### src/rtl/fetch_stage_if.sv
// ============================================================================
// fetch_stage_if : instruction-memory read bus and fetch-to-decode handshake
// Rev 1.0
// ============================================================================
`default_nettype none

interface fetch_stage_if #(
   parameter int ADDR_W = 8,
   parameter int INSN_W = 16
);
   logic              imem_en;
   logic [ADDR_W-1:0] imem_addr;
   logic [INSN_W-1:0] imem_rdata;
   logic              out_valid;
   logic              out_ready;
   logic [INSN_W-1:0] out_insn;
   logic [ADDR_W-1:0] out_pc;

   modport master (
      output imem_en, imem_addr, out_valid, out_insn, out_pc,
      input  imem_rdata, out_ready
   );

   modport slave (
      input  imem_en, imem_addr, out_valid, out_insn, out_pc,
      output imem_rdata, out_ready
   );
endinterface

`default_nettype wire

### src/rtl/fetch_stage.sv
// ============================================================================
// fetch_stage : PC, one-per-cycle imem issue, 2-entry buffer to decode.
// Optional HALT detection under FETCH_HALT_DETECT_EN.            Rev 1.0
// ============================================================================
`default_nettype none

module fetch_stage #(
   parameter int                ADDR_W   = 8,
   parameter int                INSN_W   = 16,
   parameter logic [ADDR_W-1:0] RESET_PC = '0
) (
   input  wire logic              clk,
   input  wire logic              rst,
   input  wire logic              redirect_valid,
   input  wire logic [ADDR_W-1:0] redirect_pc,
   output logic                   halted,
   fetch_stage_if.master          bus
);

   logic [ADDR_W-1:0] pc;
   logic [1:0]        count;
   logic              inflight;
   logic              squash;
   logic [ADDR_W-1:0] inflight_pc;
   logic [INSN_W-1:0] buf0_insn;
   logic [ADDR_W-1:0] buf0_pc;
   logic [INSN_W-1:0] buf1_insn;
   logic [ADDR_W-1:0] buf1_pc;

   logic pop;
   logic push;
   logic issue;
   logic halt_push;

   assign bus.out_valid = ~rst & (count != 2'd0);
   assign bus.out_insn  = buf0_insn;
   assign bus.out_pc    = buf0_pc;
   assign bus.imem_en   = issue;
   assign bus.imem_addr = pc;

   // Occupancy after this edge (count + inflight - pop) must stay below 2.
   assign pop   = bus.out_valid & bus.out_ready;
   assign push  = inflight & ~squash;
   assign issue = ~rst & ~redirect_valid & ~halted &
                  (({1'b0, count} + {2'b00, inflight}) < (3'd2 + {2'b00, pop}));

`ifdef FETCH_HALT_DETECT_EN
   logic halted_q;

   assign halt_push = push & (bus.imem_rdata == '0);
   assign halted    = halted_q;

   always_ff @(posedge clk) begin
      if (rst || redirect_valid) begin
         halted_q <= 1'b0;
      end else if (halt_push) begin
         halted_q <= 1'b1;
      end
   end
`else
   assign halt_push = 1'b0;
   assign halted    = 1'b0;
`endif

   always_ff @(posedge clk) begin
      if (rst) begin
         pc       <= RESET_PC;
         count    <= 2'd0;
         inflight <= 1'b0;
         squash   <= 1'b0;
      end else begin
         inflight <= issue;
         if (issue) begin
            inflight_pc <= pc;
         end
         if (redirect_valid) begin
            pc     <= redirect_pc;
            count  <= 2'd0;
            squash <= inflight;
         end else begin
            if (issue) begin
               pc <= pc + 1'b1;
            end
            // A request issued alongside a HALT push must not land behind it.
            squash <= halt_push & issue;
            case ({push, pop})
               2'b11: begin
                  if (count == 2'd2) begin
                     buf0_insn <= buf1_insn;
                     buf0_pc   <= buf1_pc;
                     buf1_insn <= bus.imem_rdata;
                     buf1_pc   <= inflight_pc;
                  end else begin
                     buf0_insn <= bus.imem_rdata;
                     buf0_pc   <= inflight_pc;
                  end
               end
               2'b10: begin
                  if (count == 2'd0) begin
                     buf0_insn <= bus.imem_rdata;
                     buf0_pc   <= inflight_pc;
                  end else begin
                     buf1_insn <= bus.imem_rdata;
                     buf1_pc   <= inflight_pc;
                  end
                  count <= count + 1'b1;
               end
               2'b01: begin
                  buf0_insn <= buf1_insn;
                  buf0_pc   <= buf1_pc;
                  count     <= count - 1'b1;
               end
               default: begin
               end
            endcase
         end
      end
   end

endmodule

`default_nettype wire
### src/flat_wrapper.sv
// flat-port wrapper written by rule: the top's interface ports become plain ports
module fetch_stage_flat 
#(
   parameter int                ADDR_W   = 8,
   parameter int                INSN_W   = 16,
   parameter logic [ADDR_W-1:0] RESET_PC = '0
)
  (clk, rst, redirect_valid, redirect_pc, halted, bus_imem_en, bus_imem_addr, bus_out_valid, bus_out_insn, bus_out_pc, bus_imem_rdata, bus_out_ready);
  fetch_stage_if #(.ADDR_W(ADDR_W), .INSN_W(INSN_W)) bus_i ();
  input  wire logic clk;
  input  wire logic rst;
  input  wire logic redirect_valid;
  input  wire logic [ADDR_W-1:0] redirect_pc;
  output logic halted;
  output wire logic [$bits(bus_i.imem_en)-1:0] bus_imem_en;
  output wire logic [$bits(bus_i.imem_addr)-1:0] bus_imem_addr;
  output wire logic [$bits(bus_i.out_valid)-1:0] bus_out_valid;
  output wire logic [$bits(bus_i.out_insn)-1:0] bus_out_insn;
  output wire logic [$bits(bus_i.out_pc)-1:0] bus_out_pc;
  input wire logic [$bits(bus_i.imem_rdata)-1:0] bus_imem_rdata;
  input wire logic [$bits(bus_i.out_ready)-1:0] bus_out_ready;
  assign bus_imem_en = bus_i.imem_en;
  assign bus_imem_addr = bus_i.imem_addr;
  assign bus_out_valid = bus_i.out_valid;
  assign bus_out_insn = bus_i.out_insn;
  assign bus_out_pc = bus_i.out_pc;
  assign bus_i.imem_rdata = bus_imem_rdata;
  assign bus_i.out_ready = bus_out_ready;
  fetch_stage #(.ADDR_W(ADDR_W), .INSN_W(INSN_W), .RESET_PC(RESET_PC)) u_core (.clk(clk), .rst(rst), .redirect_valid(redirect_valid), .redirect_pc(redirect_pc), .halted(halted), .bus(bus_i));
endmodule
### config.mk
export PLATFORM = sky130hd
export DESIGN_NAME = fetch_stage_flat
export DESIGN_NICKNAME = d
export VERILOG_FILES = /design/src/rtl/fetch_stage_if.sv /design/src/rtl/fetch_stage.sv /design/src/flat_wrapper.sv
export SDC_FILE = /design/constraint.sdc
export NUM_CORES = 1
export LEC_CHECK = 0
export ABC_CLOCK_PERIOD_IN_PS = 4900
export CORE_MARGIN = 2
export CORE_UTILIZATION = 45
export CTS_BUF_LIST = sky130_fd_sc_hd__clkbuf_4 sky130_fd_sc_hd__clkbuf_8
export DETAILED_ROUTE_END_ITERATION = 16
export HOLD_SLACK_MARGIN = 0.02
export PLACE_DENSITY = 0.82
export SKIP_LAST_GASP = 1
export SYNTH_ARGS = -nofsm -noshare
export SYNTH_HDL_FRONTEND = slang
export SYNTH_SLANG_ARGS = --single-unit
### constraint.sdc
create_clock -name clk -period 4.9 [get_ports clk]
set_input_delay 1.47 -clock clk [delete_from_list [all_inputs] [get_ports clk]]
set_output_delay 1.47 -clock clk [all_outputs]
set_load 0.01 [all_outputs]
Word-level counts from Yosys, hierarchy flattened
Index checks and enable logic that the tools add are counted.

word-level totals
  bits of input ports = 28
  output and inout port bits = 35
  logic and storage cells = 56
  register bits = 68

operators by class
  add/sub/neg operators = 5
  bitwise gates (word level) = 8
  multiplexer cells = 15
  reduce and logical (&&, ||, !) cells = 11
  equality and inequality tests = 7
  order comparisons = 1

operators by type and width
  operator                                               number
  2-to-1 mux 16 bit                                      4
  2-to-1 mux 8 bit                                       6
  case mux 16 bit (3 select lines)                       1
  case mux 16 bit (2 select lines)                       1
  case mux 8 bit (3 select lines)                        1
  case mux 8 bit (2 select lines)                        1
  adder 8 x 1 -> 8 bit, second input constant            1
  nonzero test 2 bit                                     4
  == test 2 bit, second input constant                   3
  bitwise AND 1 bit                                      5
  AND reduction 5 bit                                    1
  inequality test 2 x 1 -> 1 bit, second input constant  2
  case mux 2 bit (2 select lines)                        1
  AND reduction 4 bit                                    1
  OR reduction 2 bit                                     2
  adder 2 x 1 -> 3 bit                                   1
  adder 2 x 1 -> 3 bit, first input constant             1
  less-than comparator 3 bit                             1
  NOT 1 bit                                              3
  nonzero test 3 bit                                     1
  adder 2 x 1 -> 2 bit, second input constant            1
  == test 2 x 1 -> 1 bit, second input constant          1
  logical NOT 2 bit                                      1
  inequality test 2 bit, second input constant           1
  other kinds (2)                                        2

Longest topological paths before layout
Gate-level depths: netlist of the first run.

  depth in word-level cells = 8
  mapped depth = 9
  mapped depth without buffers = 8

Least setup slack after synthesis of the first run
No wires, ideal clock.

  path type = in2reg
  start point = input rst
  end point = register u_core.buf1_insn[0] (enable)
  setup time = 0.435 ns
  path slack = 0.446 ns
  data arrival time = 4.019 ns
  path buffers = 1
  required time = 4.465 ns
  stages = 7
  cell sequence = nor2_1 > nand2_1 > ha_1 > clkbuf_1 > a21oi_1 > nor2_1 > nor3_1

between the ends
  cells in the longest elaborated chain, start to end = 6
  elaborated cells on any way between the ends = 9
  those cells by class = eq/ne (4); bitwise (3); reduce/logical (2)

RTL lines
  item                                                                  RTL line            RTL
  start: declaration                                                    flat_wrapper.sv:11  input wire logic rst;
  NOT 1 bit (no source line) (*)                                        --
  bitwise AND 1 bit                                                     fetch_stage.sv:35   assign bus.out_valid = ~rst & (count != 2'd0);
  bitwise AND 1 bit                                                     fetch_stage.sv:42   assign pop = bus.out_valid & bus.out_ready;
  == test 2 bit                                                         fetch_stage.sv:86   case ({push, pop})
  inequality test 2 bit (no source line), or another cell as far along  --
  AND reduction 5 bit (no source line) (*)                              --
  end signal: assignment                                                fetch_stage.sv:91   buf1_insn <= bus.imem_rdata;
  end signal: assignment                                                fetch_stage.sv:103  buf1_insn <= bus.imem_rdata;
  end: declaration                                                      fetch_stage.sv:27   logic [INSN_W-1:0] buf1_insn;

Mark *: on every way between the ends. The rest lies on a longest branch, timed or not.
A chain may end at the register's enable or synchronous reset.

Worst setup path after layout of the first run
  start point = input bus_out_ready
  end point = output bus_imem_en

between the ends
  cells in the longest elaborated chain, start to end = 4

RTL lines
  item                        RTL line            RTL
  start: declaration          flat_wrapper.sv:21  input wire logic [$bits(bus_i.out_ready)-1:0] bus_out_ready;
  bitwise AND 1 bit           fetch_stage.sv:42
  adder 2 x 1 -> 3 bit        fetch_stage.sv:45   (({1'b0, count} + {2'b00, inflight}) < (3'd2 + {2'b00, pop}));
  less-than comparator 3 bit  fetch_stage.sv:45
  bitwise AND 1 bit           fetch_stage.sv:44   assign issue = ~rst & ~redirect_valid & ~halted &
  end: declaration            flat_wrapper.sv:15  output wire logic [$bits(bus_i.imem_en)-1:0] bus_imem_en;

Every way passes these cells.

==> results of run 1 <==
## worst max path at each step
stage,from,end,slack (ps),cells after the start
after floorplan,rst,u_core.buf1_insn[0],450,7
after global placement,bus_out_ready,bus_imem_en,310,6
after detailed placement,bus_out_ready,bus_imem_en,260,6
after CTS,bus_out_ready,bus_imem_en,240,6
after global routing,bus_out_ready,bus_imem_en,110,6
final,bus_out_ready,bus_imem_en,240,6
## report_power, final
part	internal [mW]	total [mW]	switching, mW	leakage [nW]
Sequential	0.650	0.665	0.0154	0.612
Combinational	0.0686	0.136	0.0674	0.687
Clock	0.175	0.372	0.197	0.0813
## worst max-delay path: stages
cell and delay, ps:
clkdlybuf4s50_1 470, inv_1 70, o41ai_2 340, nand2b_1 180, nor2_1 120, clkdlybuf4s50_1 540
## routing by layer
metal  track usage [%]  vias to the layer above
met5                 0                        -
met4              6.11                        0
met3              4.45                       10
met2              29.3                      111
met1              23.4                     1168
li1                  -                     1166
## flip-flops by register name, summed over array words and instances (netlist names)
signal                count
u_core.buf1_insn         16
u_core.bus.out_insn      16
u_core.buf1_pc            8
u_core.bus.imem_addr      8
u_core.bus.out_pc         8
u_core.inflight_pc        8
u_core.count              2
u_core.inflight           1
u_core.squash             1
## logic make-up (layout without fill, tap and decap cells)
| logic type | count (synthesis) | count (layout) | share of synthesized area (%) |
|---|---|---|---|
| compound gates | 72 | 72 | 17.5 |
| flops | 68 | 68 | 62.1 |
| simple gates | 94 | 94 | 13.5 |
| buf+inv | 30 | 93 | 3.80 |
| fa+ha+maj | 6 | 6 | 2.43 |
| other cells | 1 | 1 | 0.121 |
| xor+xnor | 2 | 2 | 0.566 |
## synthesized netlist by cell type, drive strengths merged
cell type	n
edfxtp	56
nand2	55
a31oi	25
a221oi	24
clkbuf	20
nor2	13
dfxtp	12
inv	7
o21ai	7
ha	6
nor3	6
a311oi	4
a21oi	3
nand2b	3
nand3	3
and3	2
buf	2
nor2b	2
nor3b	2
nor4	2
o311a	2
o31a	2
or3	2
a2111oi	1
and4	1
clkinv	1
conb	1
nand3b	1
o2111ai	1
o21a	1
o41a	1
o41ai	1
or2	1
or4	1
xnor2	1
xor2	1
## area by class of cell
cell class | instances | area, um2
tap | 80 | 100
inverter | 8 | 30.0
sequential | 68 | 1920
timing repair buffer | 69 | 671
clock buffer | 9 | 124
multi-input combinational | 175 | 1070
fill | 528 | 2770
clock inverter | 7 | 33.8
## stage by stage
step / worst slack [ps] / util (%) / std cells / area [um2]
3_3_place_gp: 313 / 56.4 / 400 / 3790
4_1_cts: 235 / 58.7 / 416 / 3950
5_1_grt: 115 / 58.7 / 416 / 3950
6_report: 237 / 58.7 / 416 / 3950
3_5_place_dp: 259 / 56.4 / 400 / 3790
2_1_floorplan: 446 / - / 273 / 3100
## placed cells by master, fill, tap and decap left out, types with 2 or more instances in the layout
| cell | n |
|---|---|
| clkdlybuf4s50_1 | 61 |
| edfxtp_1 | 56 |
| nand2_1 | 55 |
| a31oi_1 | 25 |
| a221oi_1 | 24 |
| dfxtp_1 | 12 |
| nor2_1 | 11 |
| clkbuf_8 | 9 |
| buf_4 | 8 |
| inv_1 | 7 |
| o21ai_0 | 7 |
| ha_1 | 6 |
| nor3_1 | 5 |
| a311oi_1 | 4 |
| clkinv_1 | 4 |
| nand2b_1 | 3 |
| a21oi_1 | 3 |
| nand3_1 | 3 |
| clkinv_2 | 3 |
| nor2_2 | 2 |
| and3_1 | 2 |
| or3_1 | 2 |
| nor3b_1 | 2 |
| o31a_1 | 2 |
| nor4_1 | 2 |
| o311a_1 | 2 |
==> results.md, run 1 <==
| Parameter | Value |
|:---|:---|
| Number of hold-slack violations in the final timing report | 0 |
| Global router's overall resource usage | 17.9% |
| Total Nets Final | 365 |
| Post-synthesis net count | 307 |
| Max Fclk | 214 MHz |
| Post-DP HPWL | 4320 um |
| Critical R2R Capture | u_core.count[1] |
| Worst Setup End Kind | primary output |
| Cell variety after synth | 38 |
| Number of buffer cells added on primary ports | 61 |
| Launching point of the worst reg2reg path | u_core.count[0] |
| Io pins | 63 |
| Slew Viols, Final | 0 |
| Final hold slack | 485 ps |
| Routed length on met1 | 2720 um |
| Origin of the worst min-delay path | u_core.inflight_pc[7] |
| Hold Crit Depth | 0 |
| Area enclosed by the die boundary | 7560 um2 |
| End point of the most critical hold path | u_core.buf1_pc[7] |
| Routed wire length on met2 | 3340 um |
| Number of global-route vias before repair | 2353 |
| Dominant cell type by area after synthesis | edfxtp_1 |
| Total vias in the final route | 2455 |
| Reg-to-reg slack, setup | 2420 ps |
| Reg2reg path depth | 8 |
| Remaining antenna violation count after routing | 0 |
| CTS sink cnt | 68 |
| Final critical delay including setup and external delays | 4660 ps |
| Result of the run | finished, final reports clean |
| Final total negative setup slack | 0 ps |
| Root buffer selected by CTS | clkbuf_8 |
| Share of cells above drive strength 1 | 8.04% |
| Clock latency of the later-clocked register in the worst-skew pair | 330 ps |
| Area share of the largest cell type after synthesis | 54.3% |
| DRT Pass-1 Iters | 5 |
| RePlAce Congestion | 0.916 |
| Final period utilization | 95.2% |
| Wire length per cell | 15.8 um |
| Tot Pwr | 1.17 mW |
| Highest routed layer | met4 |
| Antenna violations before repair | 0 |
| Type of the worst setup path | in -> out |
| Clock tree from TritonCTS | done |
| Clk slew on worst S/H paths | 70 ps |
| Post-CTS Setup Inserts | 0 |
| Met3 WL | 424 um |
| Largest driver fanout on the critical path | 4 |
| Number of buffers added by the clock tree synthesis step | 9 |
| Setup Viol. Count Final | 0 |
| Critical path startpoint category | input port |
| Htree depth | 3 |
| Die Span Y | 86.9 um |
| Global-route wire length before repair | 10700 um |
| Worst EP required | 3430 ps |
| DRC violation count after routing | 0 |
| Starting utilization of the core area | 46.1% |
| Maximum number of pins on one net before global-route repair | 52 |
| Main area contributors after synthesis | edfxtp_1 (54%), dfxtp_1 (7.8%), a221oi_1 (6.8%), nand2_1 (6.7%), a31oi_1 (5.1%) |
| Total gr overflow | 0 |
| Die width | 86.9 um |
| Cts hold-fix bufs | 0 |
| Starting DRT DRC Count | 244 |
| Core Footprint | 6720 um2 |
| Count of max-cap constraint violations | 0 |
| Worst max-slew margin expressed relative to the limit | 34.3% |
| Worst vdd rail ir drop | 0.150 mV |
| Area grow syn2layout | 27.5% |
| Max Buffers Root-to-Sink | 2 |
| Routed Wire Length | 6560 um |
| Total of cells resized after clock tree synthesis | 0 |
| Synth Area per Inst | 11.3 um2 |
| Unrepaired setup endpoints after global routing | no |
| Slew at the pin closest to its max-slew limit | 981 ps |
| Netlist area before placement | 3100 um2 |
| Antenna Cells | 0 |
| Vias per inst | 5.90 |
| Yosys warning total | 0 |
| Data arrival time of the critical path | 3190 ps |
| Yosys reg bits | 68 |
| Worst clock skew | 8.25 ps |
| Power per standard cell area | 297 nW/um2 |
| Cells after synthesis | 273 |
| Row count | 30 |
| Leak Pwr | 1.38 nW |
| Path type of the worst min-delay path | reg -> reg |
| Share of the yosys chip area belonging to registers | 62.1% |
No activity file was read; power rests on OpenSTA's default activity.
==> inputs of run 2 (changes only) <==
--- a/config.mk
+++ b/config.mk
@@ -5,7 +5,7 @@
 export SDC_FILE = /design/constraint.sdc
 export NUM_CORES = 1
 export LEC_CHECK = 0
-export ABC_CLOCK_PERIOD_IN_PS = 4900
+export ABC_CLOCK_PERIOD_IN_PS = 4800
 export CORE_MARGIN = 2
 export CORE_UTILIZATION = 45
 export CTS_BUF_LIST = sky130_fd_sc_hd__clkbuf_4 sky130_fd_sc_hd__clkbuf_8
==> constraint.sdc (replaced) <==
create_clock -name clk -period 4.8 [get_ports clk]
set_input_delay 1.44 -clock clk [delete_from_list [all_inputs] [get_ports clk]]
set_output_delay 1.44 -clock clk [all_outputs]
set_load 0.01 [all_outputs]
==> run 2 against run 1 <==
Against the previous run: die area is the same; core utilization grew 0.86 points; sequential share of layout area fell by 0.70 points; critical path depth is the same; via count up 1.7%; largest cell class unchanged.
==> results.md, run 2 (same netlist as run 1, synthesis figures left out) <==
| Parameter | Value | Delta |
|:---|:---|:---|
| Met3 layer usage reported by global route | 3.98% | -0.47 points |
| Starting utilization of the core area | 46.1% | unchanged |
| Die width | 86.9 um | unchanged |
| Unrepaired setup endpoints after global routing | no |  |
| Final period utilization | 95.5% |  |
| Worst stage delay on the critical path | 540 ps | about the same |
| Cts hold-fix bufs | 0 | unchanged |
| CP dominant cell by count | clkdlybuf4s50_1 |  |
| DRT Pass-1 Iters | 4 | -1 |
| Net load switching power | 291 uW | +4.1% |
| Worst EP required | 3360 ps | -70 ps |
| Slew at the pin closest to its max-slew limit | 1040 ps | +55.7 ps |
| CTS sink cnt | 68 | unchanged |
| RePlAce Congestion | 0.896 | -2.1% |
| Worst vdd rail ir drop | 0.139 mV | -6.9% |
| Critical path startpoint | bus_out_ready |  |
| Kind of cell adding the most delay to the critical path | buffers and inverters |  |
| Number of standard cells in the final layout excluding fillers | 416 | unchanged |
| Total gr overflow | 0 | unchanged |
| Starting DRT DRC Count | 230 | -5.7% |
| Area grow syn2layout | 29.3% |  |
| Antenna violations before repair | 0 | unchanged |
| Remaining antenna violation count after routing | 0 | unchanged |
| Number of hold-slack violations in the final timing report | 0 | unchanged |
| Result of the run | finished, final reports clean |  |
| Part of the power in combinational logic | 10.6% | -1.0 points |
| Slew Viols, Final | 0 | unchanged |
| Power per standard cell area | 331 nW/um2 | +11% |
| Htree depth | 3 | unchanged |
| Path type of the worst min-delay path | reg -> reg |  |
| Count of max-cap constraint violations | 0 | unchanged |
| Clk slew on worst S/H paths | 70 ps | about the same |
| Commonest non-fill, non-tap cell in the layout | clkdlybuf4s50_1 |  |
| Leak Pwr | 1.41 nW | +1.9% |
| Largest driver fanout on the critical path | 4 | unchanged |
| Vias per inst | 6.00 | +1.7% |
| Sum of buffers and inverters on the critical path | 3 | unchanged |
| Type of the worst setup path | in -> out |  |
| Hold Crit Depth | 0 | unchanged |
| Max Fclk | 218 MHz |  |
| Root buffer selected by CTS | clkbuf_8 |  |
| Total vias in the final route | 2497 | +1.7% |
| Part of the power in registers | 51.2% | -5.5 points |
| Launching point of the worst reg2reg path | u_core.count[0] |  |
| Worst Setup End Kind | primary output |  |
| GRT met2 Usage | 30.3% | +1.0 points |
| Routed Wire Length | 6910 um | +5.3% |
| Met1 usage in global routing | 24.2% | +0.82 points |
| Max Buffers Root-to-Sink | 2 | unchanged |
| Reg2reg path depth | 8 | unchanged |
| Number of buffers added by the clock tree synthesis step | 9 | unchanged |
| Cell Chain, Critical Path | clkdlybuf4s50_1 > inv_1 > o41ai_2 > nand2b_1 > nor2_1 > clkdlybuf4s50_1 |  |
| Clock latency of the later-clocked register in the worst-skew pair | 330 ps | about the same |
| Post-CTS Setup Inserts | 0 | unchanged |
| Critical path startpoint category | input port |  |
| Net switching fraction of the power | 22.0% | -1.9 points |
| Area enclosed by the die boundary | 7560 um2 | unchanged |
| Worst max-slew margin expressed relative to the limit | 30.6% | -3.7 points |
| DRC violation count after routing | 0 | unchanged |
| Maximum number of pins on one net before global-route repair | 52 | unchanged |
| Reg-to-reg slack, setup | 2300 ps | -120 ps |
| End point of the most critical hold path | u_core.buf1_pc[7] |  |
| Most frequent cells in the layout | clkdlybuf4s50_1 (61), edfxtp_1 (56), nand2_1 (55) |  |
| Most congested layer reported by global routing | met2 |  |
| Total Nets Final | 365 | unchanged |
| Clock tree from TritonCTS | done |  |
| Io pins | 63 | unchanged |
| Internal power summed over all cells | 1.03 mW | +16% |
| Number of global-route vias before repair | 2411 | +2.5% |
| Slowest-stage cell, CP | clkdlybuf4s50_1 |  |
| Post-DP HPWL | 4510 um | +4.4% |
| Global router's overall resource usage | 18.6% | +0.65 points |
| Filler Cells Inserted | 523 | -0.95% |
| Core Footprint | 6720 um2 | unchanged |
| Global-route wire length before repair | 11100 um | +3.1% |
| Final critical delay including setup and external delays | 4590 ps |  |
| Origin of the worst min-delay path | u_core.inflight_pc[7] |  |
| Placed Cells incl. Taps | 400 | unchanged |
| Total of cells resized after clock tree synthesis | 0 | unchanged |
| Final total negative setup slack | 0 ps | unchanged |
| Setup Viol. Count Final | 0 | unchanged |
| Worst clock skew | 9.60 ps | +1.35 ps |
| Row count | 30 | unchanged |
| Share of cells above drive strength 1 | 8.63% | +0.60 points |
| Die Span Y | 86.9 um | unchanged |
| Critical R2R Capture | u_core.count[1] |  |
| Data arrival time of the critical path | 3150 ps | -40 ps |
| Number of buffer cells added on primary ports | 61 | unchanged |
| Antenna Cells | 0 | unchanged |
| Share of total power in the clock network | 38.2% | +6.5 points |
| Wire length per cell | 16.6 um | +5.3% |
==> run 2: worst max path at each step <==
stage                     endpoint  slack [ps]  depth (start not counted)
3_5_place_dp           bus_imem_en         250                          6
6_report               bus_imem_en         210                          6
5_1_grt                bus_imem_en         110                          6
4_1_cts                bus_imem_en         220                          6
2_1_floorplan  u_core.buf1_insn[0]         380                          7
3_3_place_gp           bus_imem_en         270                          6
==> run 2: final cells by class <==
class / instances / area, um2 / area share (%)
well taps: 80 / 100 / 2.50
clock inverters: 5 / 76.3 / 1.91
multi-input cells: 175 / 1070 / 26.6
flip-flops and latches: 68 / 1920 / 48.0
inverters: 8 / 30.0 / 0.750
repair buffers: 69 / 671 / 16.7
clock buffers: 11 / 139 / 3.47
==> run 2: per-stage QoR <==
step / area (um2) / hold slack, ps / setup slack [ps] / utilization, % / power, mW
5_1_grt: 4000 / 501 / 107 / 59.6 / 1.37
2_1_floorplan: 3100 / 451 / 376 / - / 0.761
4_1_cts: 4000 / 482 / 220 / 59.6 / 1.33
3_5_place_dp: 3790 / 466 / 247 / 56.4 / 0.831
3_3_place_gp: 3790 / 459 / 271 / 56.4 / 0.824
6_report: 4000 / 482 / 214 / 59.6 / 1.33
==> run 2: power groups by stage <==
stage	clock, mW	sequential, mW	combinational (mW)
after floorplan	0	0.693	0.0684
after global placement	0	0.690	0.134
after detailed placement	0	0.692	0.139
after CTS	0.514	0.679	0.140
after global routing	0.538	0.681	0.153
final	0.507	0.679	0.140
==> run 2: worst reg2reg max path: cells and delay by family (launching register included) <==
kind                       cells  cell delay, ps
adders and majority gates      1             810
xor gates and xnor gates       1             170
AOI/OAI and AO/OA              1             140
DFF                            1             490
buffers and inverters          1             100
and+or+nand+nor                4             730
==> run 2: per-layer routing <==
metal	share of wire, %	up-vias
li1	-	1164
met1	45	1206
met2	48	117
met3	5.6	10
met4	1.2	0
met5	0	-
